==> config.mk <==
export PLATFORM = sky130hd
export DESIGN_NAME = matrix_result_streamer_flat
export DESIGN_NICKNAME = d
export VERILOG_FILES = /design/src/rtl/matrix_pkg.sv /design/src/rtl/matrix_result_streamer_if.sv /design/src/rtl/matrix_index_walker.sv /design/src/rtl/matrix_result_streamer.sv /design/src/flat_wrapper.sv
export SDC_FILE = /design/constraint.sdc
export NUM_CORES = 1
export LEC_CHECK = 0
export ABC_CLOCK_PERIOD_IN_PS = 2450
export BUFFER_PORTS_ARGS = -buffer_cell sky130_fd_sc_hd__buf_2
export CORE_MARGIN = 5
export CORE_UTILIZATION = 30
export CTS_BUF_LIST = sky130_fd_sc_hd__clkbuf_8
export CTS_CLUSTER_SIZE = 25
export DETAILED_ROUTE_END_ITERATION = 8
export GPL_ROUTABILITY_DRIVEN = 0
export MAX_ROUTING_LAYER = met4
export PLACE_DENSITY_LB_ADDON = 0.25
export SETUP_SLACK_MARGIN = 0.2
export SYNTH_ARGS = -nofsm -noshare
export SYNTH_HDL_FRONTEND = slang
export SYNTH_SLANG_ARGS = --single-unit
==> constraint.sdc <==
create_clock -name clk -period 2.45 [get_ports clk]
set_clock_uncertainty 0.15 [all_clocks]
set_input_delay 0.1225 -clock clk [delete_from_list [all_inputs] [get_ports clk]]
set_output_delay 0.1225 -clock clk [all_outputs]
set_load 0.01 [all_outputs]
==> src/rtl/matrix_pkg.sv <==
// Shared definitions for the matrix datapath: FSM state encoding
// and the index-width helper used by the address generators.
package matrix_pkg;

   typedef enum logic [2:0] {
      S_IDLE = 3'd0,
      S_READ = 3'd1,
      S_WAIT = 3'd2,
      S_SEND = 3'd3,
      S_DONE = 3'd4
   } state_t;

   function automatic int idx_w(input int n);
      return (n <= 1) ? 1 : $clog2(n);
   endfunction

endpackage

==> src/rtl/matrix_result_streamer_if.sv <==
// Result-memory read port plus valid/ready byte stream.
// The streamer is the master of both.
interface matrix_result_streamer_if #(
   parameter int RW     = 3,
   parameter int CW     = 3,
   parameter int DATA_W = 32
);

   logic              rd_en;
   logic [RW-1:0]     rd_row;
   logic [CW-1:0]     rd_col;
   logic [DATA_W-1:0] rd_data;
   logic [7:0]        out_byte;
   logic              out_valid;
   logic              out_ready;

   modport master (
      output rd_en, rd_row, rd_col,
      input  rd_data,
      output out_byte, out_valid,
      input  out_ready
   );

   modport slave (
      input  rd_en, rd_row, rd_col,
      output rd_data,
      input  out_byte, out_valid,
      output out_ready
   );

endinterface

==> src/rtl/matrix_index_walker.sv <==
// Row/column counters walking a ROWS x COLS matrix in either order;
// o_last flags the final element (ROWS-1, COLS-1).
module matrix_index_walker
   import matrix_pkg::*;
#(
   parameter int ROWS = 8,
   parameter int COLS = 8,
   parameter int RW   = idx_w(ROWS),
   parameter int CW   = idx_w(COLS)
) (
   input  logic          clk,
   input  logic          rst,
   input  logic          i_clear,
   input  logic          i_col_major,
   input  logic          i_advance,
   output logic [RW-1:0] o_row,
   output logic [CW-1:0] o_col,
   output logic          o_last
);

   localparam logic [RW-1:0] R_MAX = RW'(ROWS - 1);
   localparam logic [CW-1:0] C_MAX = CW'(COLS - 1);

   logic [RW-1:0] r_row;
   logic [CW-1:0] r_col;
   logic          w_row_end;
   logic          w_col_end;

   assign w_row_end = (r_row == R_MAX);
   assign w_col_end = (r_col == C_MAX);

   // Single-value dimensions wrap straight back to 0.
   always_ff @(posedge clk) begin
      if (rst || i_clear) begin
         r_row <= '0;
         r_col <= '0;
      end else if (i_advance) begin
         if (i_col_major) begin
            r_row <= w_row_end ? '0 : r_row + 1'b1;
            if (w_row_end)
               r_col <= w_col_end ? '0 : r_col + 1'b1;
         end else begin
            r_col <= w_col_end ? '0 : r_col + 1'b1;
            if (w_col_end)
               r_row <= w_row_end ? '0 : r_row + 1'b1;
         end
      end
   end

   assign o_row  = r_row;
   assign o_col  = r_col;
   assign o_last = w_row_end && w_col_end;

endmodule

==> src/rtl/matrix_result_streamer.sv <==
// Reads each matrix element from the result memory and streams it
// MSB byte first over a valid/ready port, pulsing done at the end.
module matrix_result_streamer
   import matrix_pkg::*;
#(
   parameter int ROWS   = 8,
   parameter int COLS   = 8,
   parameter int DATA_W = 32,
   parameter int RD_LAT = 1,
   parameter int RW     = idx_w(ROWS),
   parameter int CW     = idx_w(COLS)
) (
   input  logic clk,
   input  logic rst,
   input  logic start,
   input  logic col_major,
   matrix_result_streamer_if.master bus,
   output logic busy,
   output logic done
);

   localparam int NB = DATA_W / 8;
   localparam int BW = idx_w(NB);

   state_t            r_state;
   state_t            w_next;
   logic              r_cm;
   logic [1:0]        r_lat;
   logic [BW-1:0]     r_bcnt;
   logic [DATA_W-1:0] r_shift;
   logic              r_out_valid;
   logic              w_accept;
   logic              w_adv;
   logic              w_clear;
   logic              w_last;

   matrix_index_walker #(
      .ROWS (ROWS),
      .COLS (COLS),
      .RW   (RW),
      .CW   (CW)
   ) u_walker (
      .clk         (clk),
      .rst         (rst),
      .i_clear     (w_clear),
      .i_col_major (r_cm),
      .i_advance   (w_adv),
      .o_row       (bus.rd_row),
      .o_col       (bus.rd_col),
      .o_last      (w_last)
   );

   assign w_accept = r_out_valid && bus.out_ready;

   always_comb begin
      w_next  = r_state;
      w_adv   = 1'b0;
      w_clear = 1'b0;
      unique case (r_state)
         S_IDLE: begin
            if (start) begin
               w_clear = 1'b1;
               w_next  = S_READ;
            end
         end
         S_READ: w_next = S_WAIT;
         S_WAIT: begin
            if (r_lat == '0)
               w_next = S_SEND;
         end
         S_SEND: begin
            if (w_accept && (r_bcnt == '0)) begin
               if (w_last) begin
                  w_next = S_DONE;
               end else begin
                  w_adv  = 1'b1;
                  w_next = S_READ;
               end
            end
         end
         S_DONE: w_next = S_IDLE;
         default: w_next = S_IDLE;
      endcase
   end

   always_ff @(posedge clk) begin
      if (rst) begin
         r_state     <= S_IDLE;
         r_cm        <= 1'b0;
         r_lat       <= '0;
         r_bcnt      <= '0;
         r_shift     <= '0;
         r_out_valid <= 1'b0;
      end else begin
         r_state     <= w_next;
         r_out_valid <= (w_next == S_SEND);
         if ((r_state == S_IDLE) && start)
            r_cm <= col_major;
         if (r_state == S_READ)
            r_lat <= 2'(RD_LAT - 1);
         if (r_state == S_WAIT) begin
            if (r_lat == '0) begin
               r_shift <= bus.rd_data;
               r_bcnt  <= BW'(NB - 1);
            end else begin
               r_lat <= r_lat - 2'd1;
            end
         end
         if ((r_state == S_SEND) && w_accept) begin
            r_shift <= r_shift << 8;
            r_bcnt  <= r_bcnt - 1'b1;
         end
      end
   end

   assign bus.rd_en     = (r_state == S_READ);
   assign bus.out_byte  = r_shift[DATA_W-1 -: 8];
   assign bus.out_valid = r_out_valid;
   assign busy          = (r_state != S_IDLE);
   assign done          = (r_state == S_DONE);

endmodule

==> src/flat_wrapper.sv <==
// flat-port wrapper written by rule: the top's interface ports become plain ports
module matrix_result_streamer_flat import matrix_pkg::*;
#(
   parameter int ROWS   = 8,
   parameter int COLS   = 8,
   parameter int DATA_W = 32,
   parameter int RD_LAT = 1,
   parameter int RW     = idx_w(ROWS),
   parameter int CW     = idx_w(COLS)
)
  (clk, rst, start, col_major, busy, done, bus_rd_en, bus_rd_row, bus_rd_col, bus_rd_data, bus_out_byte, bus_out_valid, bus_out_ready);
  matrix_result_streamer_if #(.RW(RW), .CW(CW), .DATA_W(DATA_W)) bus_i ();
  input  logic clk;
  input  logic rst;
  input  logic start;
  input  logic col_major;
  output logic busy;
  output logic done;
  output wire logic [$bits(bus_i.rd_en)-1:0] bus_rd_en;
  output wire logic [$bits(bus_i.rd_row)-1:0] bus_rd_row;
  output wire logic [$bits(bus_i.rd_col)-1:0] bus_rd_col;
  input wire logic [$bits(bus_i.rd_data)-1:0] bus_rd_data;
  output wire logic [$bits(bus_i.out_byte)-1:0] bus_out_byte;
  output wire logic [$bits(bus_i.out_valid)-1:0] bus_out_valid;
  input wire logic [$bits(bus_i.out_ready)-1:0] bus_out_ready;
  assign bus_rd_en = bus_i.rd_en;
  assign bus_rd_row = bus_i.rd_row;
  assign bus_rd_col = bus_i.rd_col;
  assign bus_i.rd_data = bus_rd_data;
  assign bus_out_byte = bus_i.out_byte;
  assign bus_out_valid = bus_i.out_valid;
  assign bus_i.out_ready = bus_out_ready;
  matrix_result_streamer #(.ROWS(ROWS), .COLS(COLS), .DATA_W(DATA_W), .RD_LAT(RD_LAT), .RW(RW), .CW(CW)) u_core (.clk(clk), .rst(rst), .start(start), .col_major(col_major), .bus(bus_i), .busy(busy), .done(done));
endmodule
==> results of run 1 <==
logic make-up after synthesis:
group / Yosys count / share of synthesized area
mux: 5 / 0.02095
flops: 47 / 0.3843
compound gates: 83 / 0.2274
fa+ha+maj: 5 / 0.02555
buf+inv: 39 / 0.1032
simple gates: 97 / 0.2386
registers in the layout (all words and copies together) (netlist names):
signal / cells
u_core.r_cm: 1
u_core.r_state: 3
u_core.u_walker.o_col: 3
u_core.r_shift: 32
u_core.r_lat: 2
u_core.u_walker.o_row: 3
u_core.r_bcnt: 2
u_core.bus.out_valid: 1
layout make-up:
cell class / instances / share of cell area
inverter: 3 / 0.003664
multi-input combinational: 190 / 0.4084
timing repair buffer: 92 / 0.2077
clock buffer: 6 / 0.02687
sequential: 47 / 0.3062
clock inverter: 2 / 0.004479
tap: 105 / 0.04275
cells in the mapped netlist (all sizes together) (4+ instances only):
master / instances
ha: 5
a311oi: 24
dfxtp: 47
nand3b: 6
nand3: 34
o21ai: 33
nand2: 5
clkbuf: 14
mux2i: 4
buf: 22
a21oi: 12
nor2: 5
nor3: 26
layout by cell type (no fill, tap or decap), types with 3 or more instances in the layout:
cell type      count
a21oi_1           12
a311oi_1          24
a31oi_1            3
buf_2             54
buf_4              5
clkbuf_8           6
dfxtp_1           47
dlygate4sd3_1     33
ha_1               5
inv_1              3
mux2i_1            4
nand2_1            5
nand3_1           33
nand3b_1           5
nor2_1             4
nor3_1            26
o21ai_0           27
o21ai_1            6
power breakdown:
group / total (mW) / internal [mW] / switching (mW)
Combinational: 0.280 / 0.137 / 0.143
Sequential: 0.843 / 0.809 / 0.0345
Clock: 0.513 / 0.231 / 0.281
Total: 1.64 / 1.18 / 0.459
worst paths after layout:
path | from | endpoint | slack [ns] | depth (start not counted)
max | u_core.r_state[1] | u_core.bus.out_valid | 0.57 | 4
min | bus_out_ready | u_core.r_bcnt[1] | 0.06 | 3
max reg2reg | u_core.r_state[1] | u_core.bus.out_valid | 0.57 | 4
min reg2reg | u_core.r_bcnt[1] | u_core.r_bcnt[1] | 0.33 | 2
per-layer routing:
layer  global-route usage  routed length, um  up-vias
met3              0.02224                257       12
li1                     -                  -     1167
met5                    -                  0        -
met1               0.1896               3402     1126
met4              0.04767                131        0
met2               0.2100               3015       47
worst max-delay path, cell delays in order, from the launching register on:
cell,delay (ns)
dfxtp_1,0.55
nor3b_4,0.24
buf_4,0.36
nand2_1,0.19
a2111oi_2,0.31
==> qor.yml, run 1 <==
floorplanning:
  initial_utilization: 0.3026
  fp-row-count: 33
  die_height_um: 100.3
  die-width_um: 100.3
  die_area_um2: 10070
  core_region_area_um2: 8093
  floorplan.io_pins: 55
route:
  routed_wire_length_per_instance_um: 15.30
  routed_wl_mm: 6.807
  routed-via-count: 2352
  residual_antenna_violating_net_count_after_detailed_routing: 0
  drt_drc_violations_left: 0
  first_pass_iters: 4
  drt-vias-per-instance: 5.285
  initialDrtViolationCount: 158
synth:
  yosys_most_used_dff: "dfxtp_1"
  synth.cell_area_um2: 2449
  synth_seq_area_share: 0.3843
  synth.top_cells.by_area: "dfxtp_1, a311oi_1, nand3_1"
  synth_async_sr_flop_share: 0
  avgSynthCellArea_um2: 8.872
  synth_largest_type_area_fraction: 0.3843
  synth-edff-count: 0
  synthesized_flop_and_latch_total: 47
  post_synth_inst_count: 276
  yosysUniqueCellTypes: 49
  yosys_warnings: 0
  synth_top_area_cell: "dfxtp_1"
  mappedNetlistNets: 318
cts:
  cts.htree.levels: 2
  cts.clk_slew.worst_paths_ns: 0.09
  clock_tree.root_cell: "clkbuf_8"
  postCtsHoldBufs: 33
  post_cts.resized_instances: 0
  cts_made_buffers: 5
  post_cts_buffers: 0
  clock_sink_count: 47
  cts_tree: "built"
  worst_skew_pair.late_latency_ns: 0.30
  cts_max_path_buffers: 2
pwr:
  p_per_area_nw_per_um2: 532.4
  static-leakage-power_nw: 1.163
  report.power.total_mw: 1.636
  peakVddDrop_uv: 293.7
worst_hold_path:
  kind_of_path_behind_the_tightest_hold_check: "in2reg"
sta:
  final-hold-violation-count: 0
  worst-slew-pin-transition_ns: 0.7706
  whs_ns: 0.06288
  fin_crit_sh: 0.7680
  finalSetupViolCount: 0
  rsz0062_at_grt: "false"
  maxClockFrequency_mhz: 531.4
  final_report_max_slew_violation_count: 0
  timing.max_slew.rel_slack: 0.4863
  setup_tns_ns: 0
  final_ws_setup_ns: 0.5683
  min_period_ns: 1.882
place:
  io_buffers: 54
  dpl.hpwl_mm: 4.183
  postPlaceCellArea_um2: 2646
  place_inst: 404
  preCtsSetupSlack_ns: 0.5628
final_layout:
  layout-drive-gt1-share: 0.2353
  areaGrowthSynthToFinish_pct: 25.50
  seq_area_um2: 940.9
  layout.nets: 381
  footprint_of_the_multi_input_gates_um2: 1255
  design_area_um2: 3073
  final_core_util: 0.3797
  instances_no_fill: 445
  insertedDiodeCount: 0
  final.fill_count: 864
global_routing:
  grt_pass1_vias: 2234
  grt_max_degree: 39
  grt_overflow: 0
  first_pass_grt_wire_length_mm: 11.21
  grt.total_usage: 0.1394
  antenna_found_initial: 0
worst_setup_path:
  timing_worst_setup_path_type: "reg2reg"
  cp-end-kind: "register"
  critical_path.max_fanout: 33
  worstSetupStartpointType: "register"
  worst-endpoint-required_ns: 2.50
  cp_data_arrival_time_ns: 1.94
flow_run:
  max_cap_viols: 0
outcome:
  status: "finished clean"
Power figures use the tool's default switching activity.
==> run 2, diff against run 1 <==
--- a/config.mk
+++ b/config.mk
@@ -5,7 +5,7 @@
 export SDC_FILE = /design/constraint.sdc
 export NUM_CORES = 1
 export LEC_CHECK = 0
-export ABC_CLOCK_PERIOD_IN_PS = 2450
+export ABC_CLOCK_PERIOD_IN_PS = 1600
 export BUFFER_PORTS_ARGS = -buffer_cell sky130_fd_sc_hd__buf_2
 export CORE_MARGIN = 5
 export CORE_UTILIZATION = 30
==> constraint.sdc (replaced) <==
create_clock -name clk -period 1.6 [get_ports clk]
set_clock_uncertainty 0.15 [all_clocks]
set_input_delay 0.08 -clock clk [delete_from_list [all_inputs] [get_ports clk]]
set_output_delay 0.08 -clock clk [all_outputs]
set_load 0.01 [all_outputs]
==> run 2 against run 1 <==
Net effect:
- the run now ends with setup timing left
- via count up 8.4%
- final cell count rose by 7.4%
- global-route usage grew 1.5 points
- hold slack worse by 0.0070 ns
- utilization is 10 points higher
- critical endpoint unchanged
==> qor.yml, run 2 (same netlist as run 1, synthesis figures left out) <==
floorplanning:
  die-width_um: 100.3
  floorplan.io_pins: 55
  core_region_area_um2: 8093
  initial_utilization: 0.3026
  die_height_um: 100.3
  die_area_um2: 10070
  fp-row-count: 33
pwr:
  peakVddDrop_uv: 348.9
  report.power.total_mw: 2.868
  p_per_area_nw_per_um2: 732.0
  static-leakage-power_nw: 1.458
route:
  drt-vias-per-instance: 5.335
  residual_antenna_violating_net_count_after_detailed_routing: 0
  drt_drc_violations_left: 0
  routed-via-count: 2550
  first_pass_iters: 4
  routed_wire_length_per_instance_um: 16.83
  routed_wl_mm: 8.043
  initialDrtViolationCount: 146
worst_hold_path:
  hold_path_depth: 3
  kind_of_path_behind_the_tightest_hold_check: "in2reg"
global_routing:
  grt_overflow: 0
  antenna_found_initial: 0
  first_pass_grt_wire_length_mm: 12.37
  grt.total_usage: 0.1547
  grt_max_degree: 34
  grt_pass1_vias: 2543
final_layout:
  layout-drive-gt1-share: 0.4772
  final.fill_count: 792
  final_common_cell: "buf_2"
  instances_no_fill: 478
  top_library_cells_by_usage_in_the_layout_fill_and_taps_aside: "buf_2, dfxtp_1, dlygate4sd3_1"
  top_register: "u_core.r_shift"
  final_core_util: 0.4841
  largest_reg_flops: 32
  insertedDiodeCount: 0
  areaGrowthSynthToFinish_pct: 59.99
  layout.nets: 414
sta:
  whs_ns: 0.05591
  rsz0062_at_grt: "true"
  maxClockFrequency_mhz: 617.7
  fin_crit_sh: 1.012
  timing.max_slew.rel_slack: 0.7693
  final_report_max_slew_violation_count: 0
  min_period_ns: 1.619
  final_ws_setup_ns: -0.01903
  final-hold-violation-count: 0
  finalSetupViolCount: 1
  worst-slew-pin-transition_ns: 0.3457
worst_setup_path:
  worstSetupStartpointType: "register"
  crit_path_max_cell_delay_ns: 0.37
  critPathSlowestCell: "dfxtp_4"
  crit_chain: "buf_6 > nor3b_4 > buf_4 > buf_12 > nand2_4 > a2111oi_4"
  timing_worst_setup_path_type: "reg2reg"
  worst-endpoint-required_ns: 1.65
  ff2ff_path_depth: 6
  critical_path.max_fanout: 9
  cp-end-kind: "register"
  cp_data_arrival_time_ns: 1.67
cts:
  cts.clk_slew.worst_paths_ns: 0.08
  cts_max_path_buffers: 2
  clock_tree.root_cell: "clkbuf_8"
  cts_tree: "built"
  worst_skew_pair.late_latency_ns: 0.30
  cts_made_buffers: 5
  clock_sink_count: 47
  cts.htree.levels: 2
place:
  place_inst: 420
  io_buffers: 54
  preCtsSetupSlack_ns: -0.005275
  dpl.hpwl_mm: 4.694
outcome:
  status: "complete, but fails checks"
  violations: "setup timing"
flow_run:
  max_cap_viols: 0
-- run 2: cell count changes in the layout (fill, tap and decap cells not counted), sizes merged --
cell,change
bufinv,+1
clkinv,+1
buf,+29
or3b,+1
dlygate4sd3,+1
inv,-1
clkbuf,+1
-- run 2: path summary, 6_finish.rpt --
| kind | end | slack, ns | start |
|---|---|---|---|
| hold reg to reg | u_core.r_shift[5] | 0.34 | u_core.r_shift[5] |
| setup / recovery | u_core.bus.out_valid | -0.02 | u_core.r_state[0] |
| setup reg to reg | u_core.bus.out_valid | -0.02 | u_core.r_state[0] |
| hold / removal | u_core.r_bcnt[0] | 0.06 | bus_out_ready |
-- run 2: area by class of cell --
type,count,area [um^2],share of cell area
clock inverter,3,43.79,0.01118
tap,105,131.4,0.03354
multi-input combinational,191,1635,0.4174
sequential,47,964.7,0.2462
inverter,3,11.26,0.002874
clock buffer,5,68.82,0.01757
timing repair buffer,124,1062,0.2712
-- run 2: through the flow --
step | instance area [um^2] | TNS, ns
2_1_floorplan | 2626 | 0
3_3_place_gp | 2979 | 0
3_5_place_dp | 2979 | -0.005275
4_1_cts | 3602 | 0
5_1_grt | 3918 | -0.3952
6_report | 3918 | -0.01903
-- run 2: critical path: cells and delay by family (launching register included) --
family,cells,cell delay (ns)
buf+inv,3,0.40
compound gates,1,0.31
flops,1,0.37
simple gates,2,0.28
-- run 2: where the power goes --
part,switching (mW),internal [mW]
Combinational,0.322,0.365
Clock,0.429,0.466
Sequential,0.0512,1.24
-- run 2: routing by layer --
layer / track usage / part of all wire
met2: 0.2258 / 0.46
met5: - / 0
met4: 0.06736 / 0.017
met1: 0.2120 / 0.47
met3: 0.02224 / 0.050
-- run 2: what timing repair did --
action / 4_1_cts / 5_1_grt
endpoints found under the setup margin: 49 / 50
hold endpoints to repair: 36 / 0
buffers inserted: 5 / 6
gates cloned: 2 / 3
hold buffers: 34 / 0
resized for setup: 21 / 47
pin swaps: 8 / 18
